## src/rtl/muldiv_pkg.sv

```systemverilog
// Shared definitions for the iterative RV32M/RV64M multiply/divide unit:
// funct3 op codes, FSM state type and operand-signedness helpers.
package muldiv_pkg;

    localparam logic [2:0] OP_MUL    = 3'd0;
    localparam logic [2:0] OP_MULH   = 3'd1;
    localparam logic [2:0] OP_MULHSU = 3'd2;
    localparam logic [2:0] OP_MULHU  = 3'd3;
    localparam logic [2:0] OP_DIV    = 3'd4;
    localparam logic [2:0] OP_DIVU   = 3'd5;
    localparam logic [2:0] OP_REM    = 3'd6;
    localparam logic [2:0] OP_REMU   = 3'd7;

    typedef enum logic [1:0] {
        ST_IDLE,
        ST_CALC,
        ST_FIX,
        ST_DONE
    } state_t;

    function automatic logic is_div(input logic [2:0] op);
        return op[2];
    endfunction

    function automatic logic a_signed(input logic [2:0] op);
        return (op == OP_MULH) || (op == OP_MULHSU) || (op == OP_DIV) || (op == OP_REM);
    endfunction

    function automatic logic b_signed(input logic [2:0] op);
        return (op == OP_MULH) || (op == OP_DIV) || (op == OP_REM);
    endfunction

endpackage

```

## src/rtl/muldiv_step.sv

```systemverilog
// One combinational iteration: LSB-first shift-add for multiply, restoring
// shift-subtract for divide. hi holds the partial product / remainder, lo the multiplier / quotient.
module muldiv_step #(
    parameter int XLEN = 32
) (
    input  logic            div_mode,
    input  logic [XLEN-1:0] hi_in,
    input  logic [XLEN-1:0] lo_in,
    input  logic [XLEN-1:0] operand_b,
    output logic [XLEN-1:0] hi_out,
    output logic [XLEN-1:0] lo_out
);

    logic [XLEN:0] sum;
    logic [XLEN:0] shifted;
    logic [XLEN:0] diff;

    always_comb begin
        sum     = {1'b0, hi_in} + (lo_in[0] ? {1'b0, operand_b} : {(XLEN+1){1'b0}});
        shifted = {hi_in, lo_in[XLEN-1]};
        diff    = shifted - {1'b0, operand_b};
        hi_out  = sum[XLEN:1];
        lo_out  = {sum[0], lo_in[XLEN-1:1]};
        if (div_mode) begin
            // Borrow out of the subtract means the trial divisor did not fit: restore.
            if (diff[XLEN]) begin
                hi_out = shifted[XLEN-1:0];
                lo_out = {lo_in[XLEN-2:0], 1'b0};
            end else begin
                hi_out = diff[XLEN-1:0];
                lo_out = {lo_in[XLEN-2:0], 1'b1};
            end
        end
    end

endmodule

```

## src/rtl/riscv_muldiv_unit.sv

```systemverilog
// Iterative M-extension unit: operands are reduced to magnitudes at accept,
// processed STEP_BITS bits per cycle, then sign-corrected in FIX.
//   state | meaning
//   IDLE  | ready for a new op
//   CALC  | N shift-add / shift-subtract iterations
//   FIX   | sign correction and result select
//   DONE  | response held until resp_ready
module riscv_muldiv_unit
    import muldiv_pkg::*;
#(
    parameter int XLEN      = 32,
    parameter int STEP_BITS = 1
) (
    input  logic            clk,
    input  logic            rst,
    input  logic            req_valid,
    output logic            req_ready,
    input  logic [2:0]      req_op,
    input  logic [XLEN-1:0] req_a,
    input  logic [XLEN-1:0] req_b,
    input  logic [4:0]      req_rd,
    input  logic            flush,
    output logic            resp_valid,
    input  logic            resp_ready,
    output logic [XLEN-1:0] resp_data,
    output logic [4:0]      resp_rd,
    output logic            busy
);

    localparam int N  = XLEN / STEP_BITS;
    localparam int CW = $clog2(N) + 1;

    state_t state, state_nxt;

    logic [2:0]      op_q;
    logic [XLEN-1:0] hi_q, lo_q, b_q;
    logic            neg_q;
    logic [CW-1:0]   cnt_q;

    logic            accept, sa, sb, div_zero, div_ovf;
    logic [XLEN-1:0] mag_a, mag_b, min_neg;

    logic [XLEN-1:0]   hi_c [0:STEP_BITS];
    logic [XLEN-1:0]   lo_c [0:STEP_BITS];
    logic [2*XLEN-1:0] prod_raw, prod_fix;
    logic [XLEN-1:0]   quo_fix, rem_fix, result;

    assign req_ready = (state == ST_IDLE) && !rst;
    assign busy      = (state != ST_IDLE);
    assign accept    = req_valid && req_ready && !flush;

    always_comb begin
        min_neg  = {1'b1, {(XLEN-1){1'b0}}};
        sa       = a_signed(req_op) && req_a[XLEN-1];
        sb       = b_signed(req_op) && req_b[XLEN-1];
        mag_a    = sa ? (~req_a + 1'b1) : req_a;
        mag_b    = sb ? (~req_b + 1'b1) : req_b;
        div_zero = is_div(req_op) && (req_b == '0);
        div_ovf  = is_div(req_op) && b_signed(req_op) && (req_a == min_neg) && (req_b == '1);
    end

    assign hi_c[0] = hi_q;
    assign lo_c[0] = lo_q;

    for (genvar g = 0; g < STEP_BITS; g++) begin : g_step
        muldiv_step #(.XLEN(XLEN)) u_step (
            .div_mode  (is_div(op_q)),
            .hi_in     (hi_c[g]),
            .lo_in     (lo_c[g]),
            .operand_b (b_q),
            .hi_out    (hi_c[g+1]),
            .lo_out    (lo_c[g+1])
        );
    end

    always_comb begin
        state_nxt = state;
        case (state)
            ST_IDLE: if (accept) state_nxt = (div_zero || div_ovf) ? ST_FIX : ST_CALC;
            ST_CALC: if (cnt_q == CW'(N - 1)) state_nxt = ST_FIX;
            ST_FIX:  state_nxt = ST_DONE;
            ST_DONE: if (resp_ready) state_nxt = ST_IDLE;
            default: state_nxt = ST_IDLE;
        endcase
        if (flush) state_nxt = ST_IDLE;
    end

    always_ff @(posedge clk) begin
        if (rst) state <= ST_IDLE;
        else     state <= state_nxt;
    end

    always_comb begin
        prod_raw = {hi_q, lo_q};
        prod_fix = neg_q ? (~prod_raw + 1'b1) : prod_raw;
        quo_fix  = neg_q ? (~lo_q + 1'b1) : lo_q;
        rem_fix  = neg_q ? (~hi_q + 1'b1) : hi_q;
        case (op_q)
            OP_MUL:                       result = prod_fix[XLEN-1:0];
            OP_MULH, OP_MULHSU, OP_MULHU: result = prod_fix[2*XLEN-1:XLEN];
            OP_DIV, OP_DIVU:              result = quo_fix;
            default:                      result = rem_fix;
        endcase
    end

    always_ff @(posedge clk) begin
        if (rst) begin
            op_q       <= '0;
            hi_q       <= '0;
            lo_q       <= '0;
            b_q        <= '0;
            neg_q      <= 1'b0;
            cnt_q      <= '0;
            resp_valid <= 1'b0;
            resp_data  <= '0;
            resp_rd    <= '0;
        end else begin
            if (accept) begin
                op_q    <= req_op;
                resp_rd <= req_rd;
                cnt_q   <= '0;
                // Special cases preload the final quotient/remainder with no sign fix-up.
                if (div_zero) begin
                    hi_q  <= req_a;
                    lo_q  <= '1;
                    neg_q <= 1'b0;
                end else if (div_ovf) begin
                    hi_q  <= '0;
                    lo_q  <= req_a;
                    neg_q <= 1'b0;
                end else begin
                    hi_q  <= '0;
                    lo_q  <= mag_a;
                    b_q   <= mag_b;
                    neg_q <= (req_op == OP_REM) ? sa : (sa ^ sb);
                end
            end else if (state == ST_CALC) begin
                hi_q  <= hi_c[STEP_BITS];
                lo_q  <= lo_c[STEP_BITS];
                cnt_q <= cnt_q + 1'b1;
            end
            resp_valid <= (state_nxt == ST_DONE);
            if (state == ST_FIX && !flush) resp_data <= result;
        end
    end

endmodule

```

## config.mk

```make
export PLATFORM = sky130hd
export DESIGN_NAME = riscv_muldiv_unit
export DESIGN_NICKNAME = d
export VERILOG_FILES = /design/src/rtl/muldiv_pkg.sv /design/src/rtl/muldiv_step.sv /design/src/rtl/riscv_muldiv_unit.sv
export SDC_FILE = /design/constraint.sdc
export NUM_CORES = 1
export LEC_CHECK = 0
export CORE_ASPECT_RATIO = 1.2
export CORE_UTILIZATION = 50
export DETAILED_ROUTE_END_ITERATION = 7
export PLACE_DENSITY = 0.8
export SLEW_MARGIN = 20
export SYNTH_ARGS = -nofsm -noshare
export SYNTH_HDL_FRONTEND = slang
export SYNTH_SLANG_ARGS = --single-unit
```

## constraint.sdc

```tcl
create_clock -name clk -period 5.26 [get_ports clk]
set_input_delay 1.052 -clock clk [delete_from_list [all_inputs] [get_ports clk]]
set_output_delay 1.052 -clock clk [all_outputs]
set_load 0.01 [all_outputs]
```

==> impl_metrics.tcl <==
set metrics [dict create \
    synthCells 1955 \
    grt_start_max_net_pins 101 \
    async_reset_ff_share_pct 0 \
    period_needed_ns 4.47 \
    maxCapViolCount 0 \
    nets 2135 \
    crit_path_top_delay_cell "a221oi_1" \
    antenna_found_initial 0 \
    synth_edf_count 0 \
    hold_path.class "reg2reg" \
    dr.pass1.iters 7 \
    chipWidth_um 155 \
    gp_congestion 1.00 \
    die_area_sq_um 28600 \
    cts_tree "done" \
    cp_data_required_time_ns 5.60 \
    synthFlopType "dfxtp_1" \
    multiInputGateArea_sq_um 10300 \
    hpwlAfterDp_mm 37.6 \
    yosysWarnings 0 \
    max_freq_ghz 0.224 \
    grt_pass1_wl_mm 76.3 \
    tightest_slew_ns 1.06 \
    status "finished, final reports clean" \
    grt_pass1_vias 14000 \
    root_buffer "clkbuf_16" \
    coreArea_sq_um 27300 \
    finalSetupViolations 0 \
    holdBufCountCts 0 \
    clock_sinks 146 \
    postCtsResizedCells 0 \
    timing.final.max_slew_violations 0 \
    htreeDepth 4 \
    via_per_inst 6.46 \
    wl_per_cell_um 21.1 \
    skew_ns 0.0110 \
    routed_wl_mm 49.3 \
    portBuffers 116 \
    final_core_util_pct 58.3 \
    std_cell_rows 66 \
    hold-worst-slack_ns 0.450 \
    power_uw 3740 \
    relSlewSlack_pct 29.5 \
    start_util_pct 51.3 \
    io_pins 117 \
    dr.first_iter.drc_count 1378 \
    ant_nets 0 \
    cp-end-kind "flop" \
    cpPeakStageDelay_ns 0.63 \
    syn_area_per_cell_sq_um 7.14 \
    overflow 0 \
    clk_latency_ns 0.44 \
    fin_area_sq_um 15900 \
    die_h_um 185 \
    worst-setup-path-type "reg2reg" \
    cp.arrival_ns 4.82 \
    netlist_area_sq_um 14000 \
    area_growth_pct 13.8 \
    yosysUniqueCellTypes 78 \
    fin_setup_tns_ns 0 \
    antennaDiodeCount 0 \
    numCtsBuffers 17 \
    drive_above_1_share_pct 5.75 \
    grt_usage_pct 34.2 \
    ff2ff_path_depth 13 \
    drc_errors 0 \
    postCtsSetupBuffers 0 \
    p_leak_uw 0.00595 \
    clockBufferDepth 2 \
    yosysSeqAreaShare_pct 20.9 \
    clk_pin_slew_worst_paths_ns 0.07 \
    grt_setup_unrepaired "false" \
    ys_ff_latch 146 \
    report.final.hold_viol_count 0 \
    p_per_area_nw_per_um2 235 \
    vias 15100 \
    post-route-period-util_pct 85.1 \
    critical_path_peak_fanout 17 \
    seqCellArea_sq_um 2930 \
    crit_chain "clkinv_1, nor2_1, ha_1, a21oi_1, o211ai_2, a22oi_1, o41ai_1, a221oi_1, a31o_2, o21bai_1, xnor2_1, o221ai_1, a21o_1" \
    fillers 2593 \
    hold_depth 2 \
    peakVddDrop_mv 0.217 \
    syn_nets 2104 \
    critPathLaunchType "flop" \
    place_area_sq_um 15300 \
]
==> metrics by stage <==
step	setup slack [ns]	cells
CTS	0.853	2339
global placement	0.743	2307
floorplan	1.77	1955
detailed placement	0.658	2307
global route	0.636	2339
finish	0.786	2339
==> where the power goes <==
part,switching [uW],total (uW),internal (uW)
logic,760,1260,500
clock network,519,1260,737
registers,77.3,1220,1150
total,1360,3740,2380
==> synthesized netlist by cell type, drive strengths merged, types with 4 or more instances <==
| cell | count | area share, % |
|---|---|---|
| a22oi | 4 | 0.21 |
| dfxtp | 146 | 21 |
| o31ai | 27 | 1.5 |
| nor4 | 26 | 1.5 |
| nor4b | 4 | 0.25 |
| or4 | 15 | 0.86 |
| a21o | 20 | 1.1 |
| mux2 | 13 | 1.0 |
| buf | 21 | 0.72 |
| a211oi | 45 | 2.4 |
| o21a | 9 | 0.48 |
| o211ai | 15 | 0.84 |
| a21boi | 6 | 0.32 |
| nand2b | 26 | 1.2 |
| or3b | 4 | 0.25 |
| o21bai | 7 | 0.38 |
| a31o | 5 | 0.31 |
| nand4 | 23 | 1.0 |
| a31oi | 18 | 0.81 |
| o21ai | 144 | 5.3 |
| and2 | 11 | 0.49 |
| mux2i | 49 | 3.5 |
| xor2 | 88 | 5.5 |
| a21oi | 225 | 8.1 |
| a221oi | 26 | 1.7 |
| a2111oi | 9 | 0.56 |
| ha | 70 | 6.3 |
| o22ai | 12 | 0.54 |
| nand2 | 160 | 4.3 |
| o41ai | 15 | 0.99 |
| or2 | 9 | 0.40 |
| nor2 | 218 | 5.9 |
| clkbuf | 115 | 3.1 |
| and3 | 13 | 0.58 |
| inv | 71 | 1.9 |
| a311oi | 5 | 0.31 |
| nor3 | 67 | 2.4 |
| xnor2 | 100 | 6.3 |
| o221ai | 17 | 1.1 |
| nor2b | 9 | 0.40 |
| or3 | 18 | 0.81 |
| nand3 | 36 | 1.3 |
==> sequential cells by signal, indices dropped and copies added (netlist names) <==
| name | count |
|---|---|
| cnt_q | 6 |
| lo_q | 32 |
| resp_valid | 1 |
| hi_q | 32 |
| neg_q | 1 |
| resp_data | 32 |
| state | 2 |
| op_q | 3 |
| b_q | 32 |
| resp_rd | 5 |
==> metal layers <==
metal / share of wire [%] / track usage, %
met4: 7.4 / 25.2
met5: 0 / 0
met1: 39 / 40.8
met3: 7.0 / 5.36
met2: 46 / 55.9
==> path summary, 6_finish.rpt <==
path,start,slack (ns),end
worst min register to register,resp_data[24]$_SDFFE_PP0P_,0.45,resp_data[24]$_SDFFE_PP0P_
worst max register to register,lo_q[0]$_SDFFE_PP0P_,0.79,hi_q[28]$_SDFFE_PP0P_
worst max-delay path,lo_q[0]$_SDFFE_PP0P_,0.79,hi_q[28]$_SDFFE_PP0P_
worst min-delay path,resp_data[24]$_SDFFE_PP0P_,0.45,resp_data[24]$_SDFFE_PP0P_
==> kinds of logic (layout without fill, tap and decap cells) <==
| kind of cell | count (synthesis) | after routing | share of synthesized area, % |
|---|---|---|---|
| AO/OA/AOI/OAI | 630 | 630 | 28.2 |
| XOR/XNOR | 188 | 188 | 11.8 |
| adder cells (fa/ha/maj) | 72 | 72 | 6.56 |
| buffers and inverters | 209 | 253 | 5.77 |
| flip-flops | 146 | 146 | 20.9 |
| multiplexers | 62 | 62 | 4.56 |
| AND/OR/NAND/NOR | 648 | 648 | 22.2 |
==> area by class of cell <==
| cell class | instances | area share, % |
|---|---|---|
| clock buffers | 21 | 2.96 |
| clock inverters | 11 | 0.803 |
| inverters | 73 | 1.72 |
| multi-input cells | 1600 | 64.6 |
| flip-flops and latches | 146 | 18.4 |
| well taps | 340 | 2.68 |
| repair buffers | 148 | 8.80 |
==> layout by cell type (no fill, tap or decap), types with 14 or more instances in the layout <==
master	count
nand2b_1	26
xor2_1	88
nor2_1	215
a21o_1	20
ha_1	70
nand2_1	159
or3_1	18
o221ai_1	17
clkdlybuf4s50_1	115
dfxtp_1	144
o21ai_1	18
mux2i_1	49
nand3_1	35
a21oi_1	224
o31ai_1	27
buf_4	33
o41ai_1	14
o21ai_0	123
a211oi_1	45
xnor2_1	99
nand4_1	23
a221oi_1	25
nor3_1	67
clkbuf_16	17
inv_1	71
o211ai_1	14
a31oi_1	18
nor4_1	22
==> critical path: cells and delay by family (launching register included) <==
family | cells | cell delay [ns]
AO/OA/AOI/OAI | 9 | 2.39
XOR/XNOR | 1 | 0.18
adder cells (fa/ha/maj) | 1 | 0.29
buffers and inverters | 1 | 0.56
flip-flops | 1 | 0.56
AND/OR/NAND/NOR | 1 | 0.36
(Power assumes the default switching activity.)
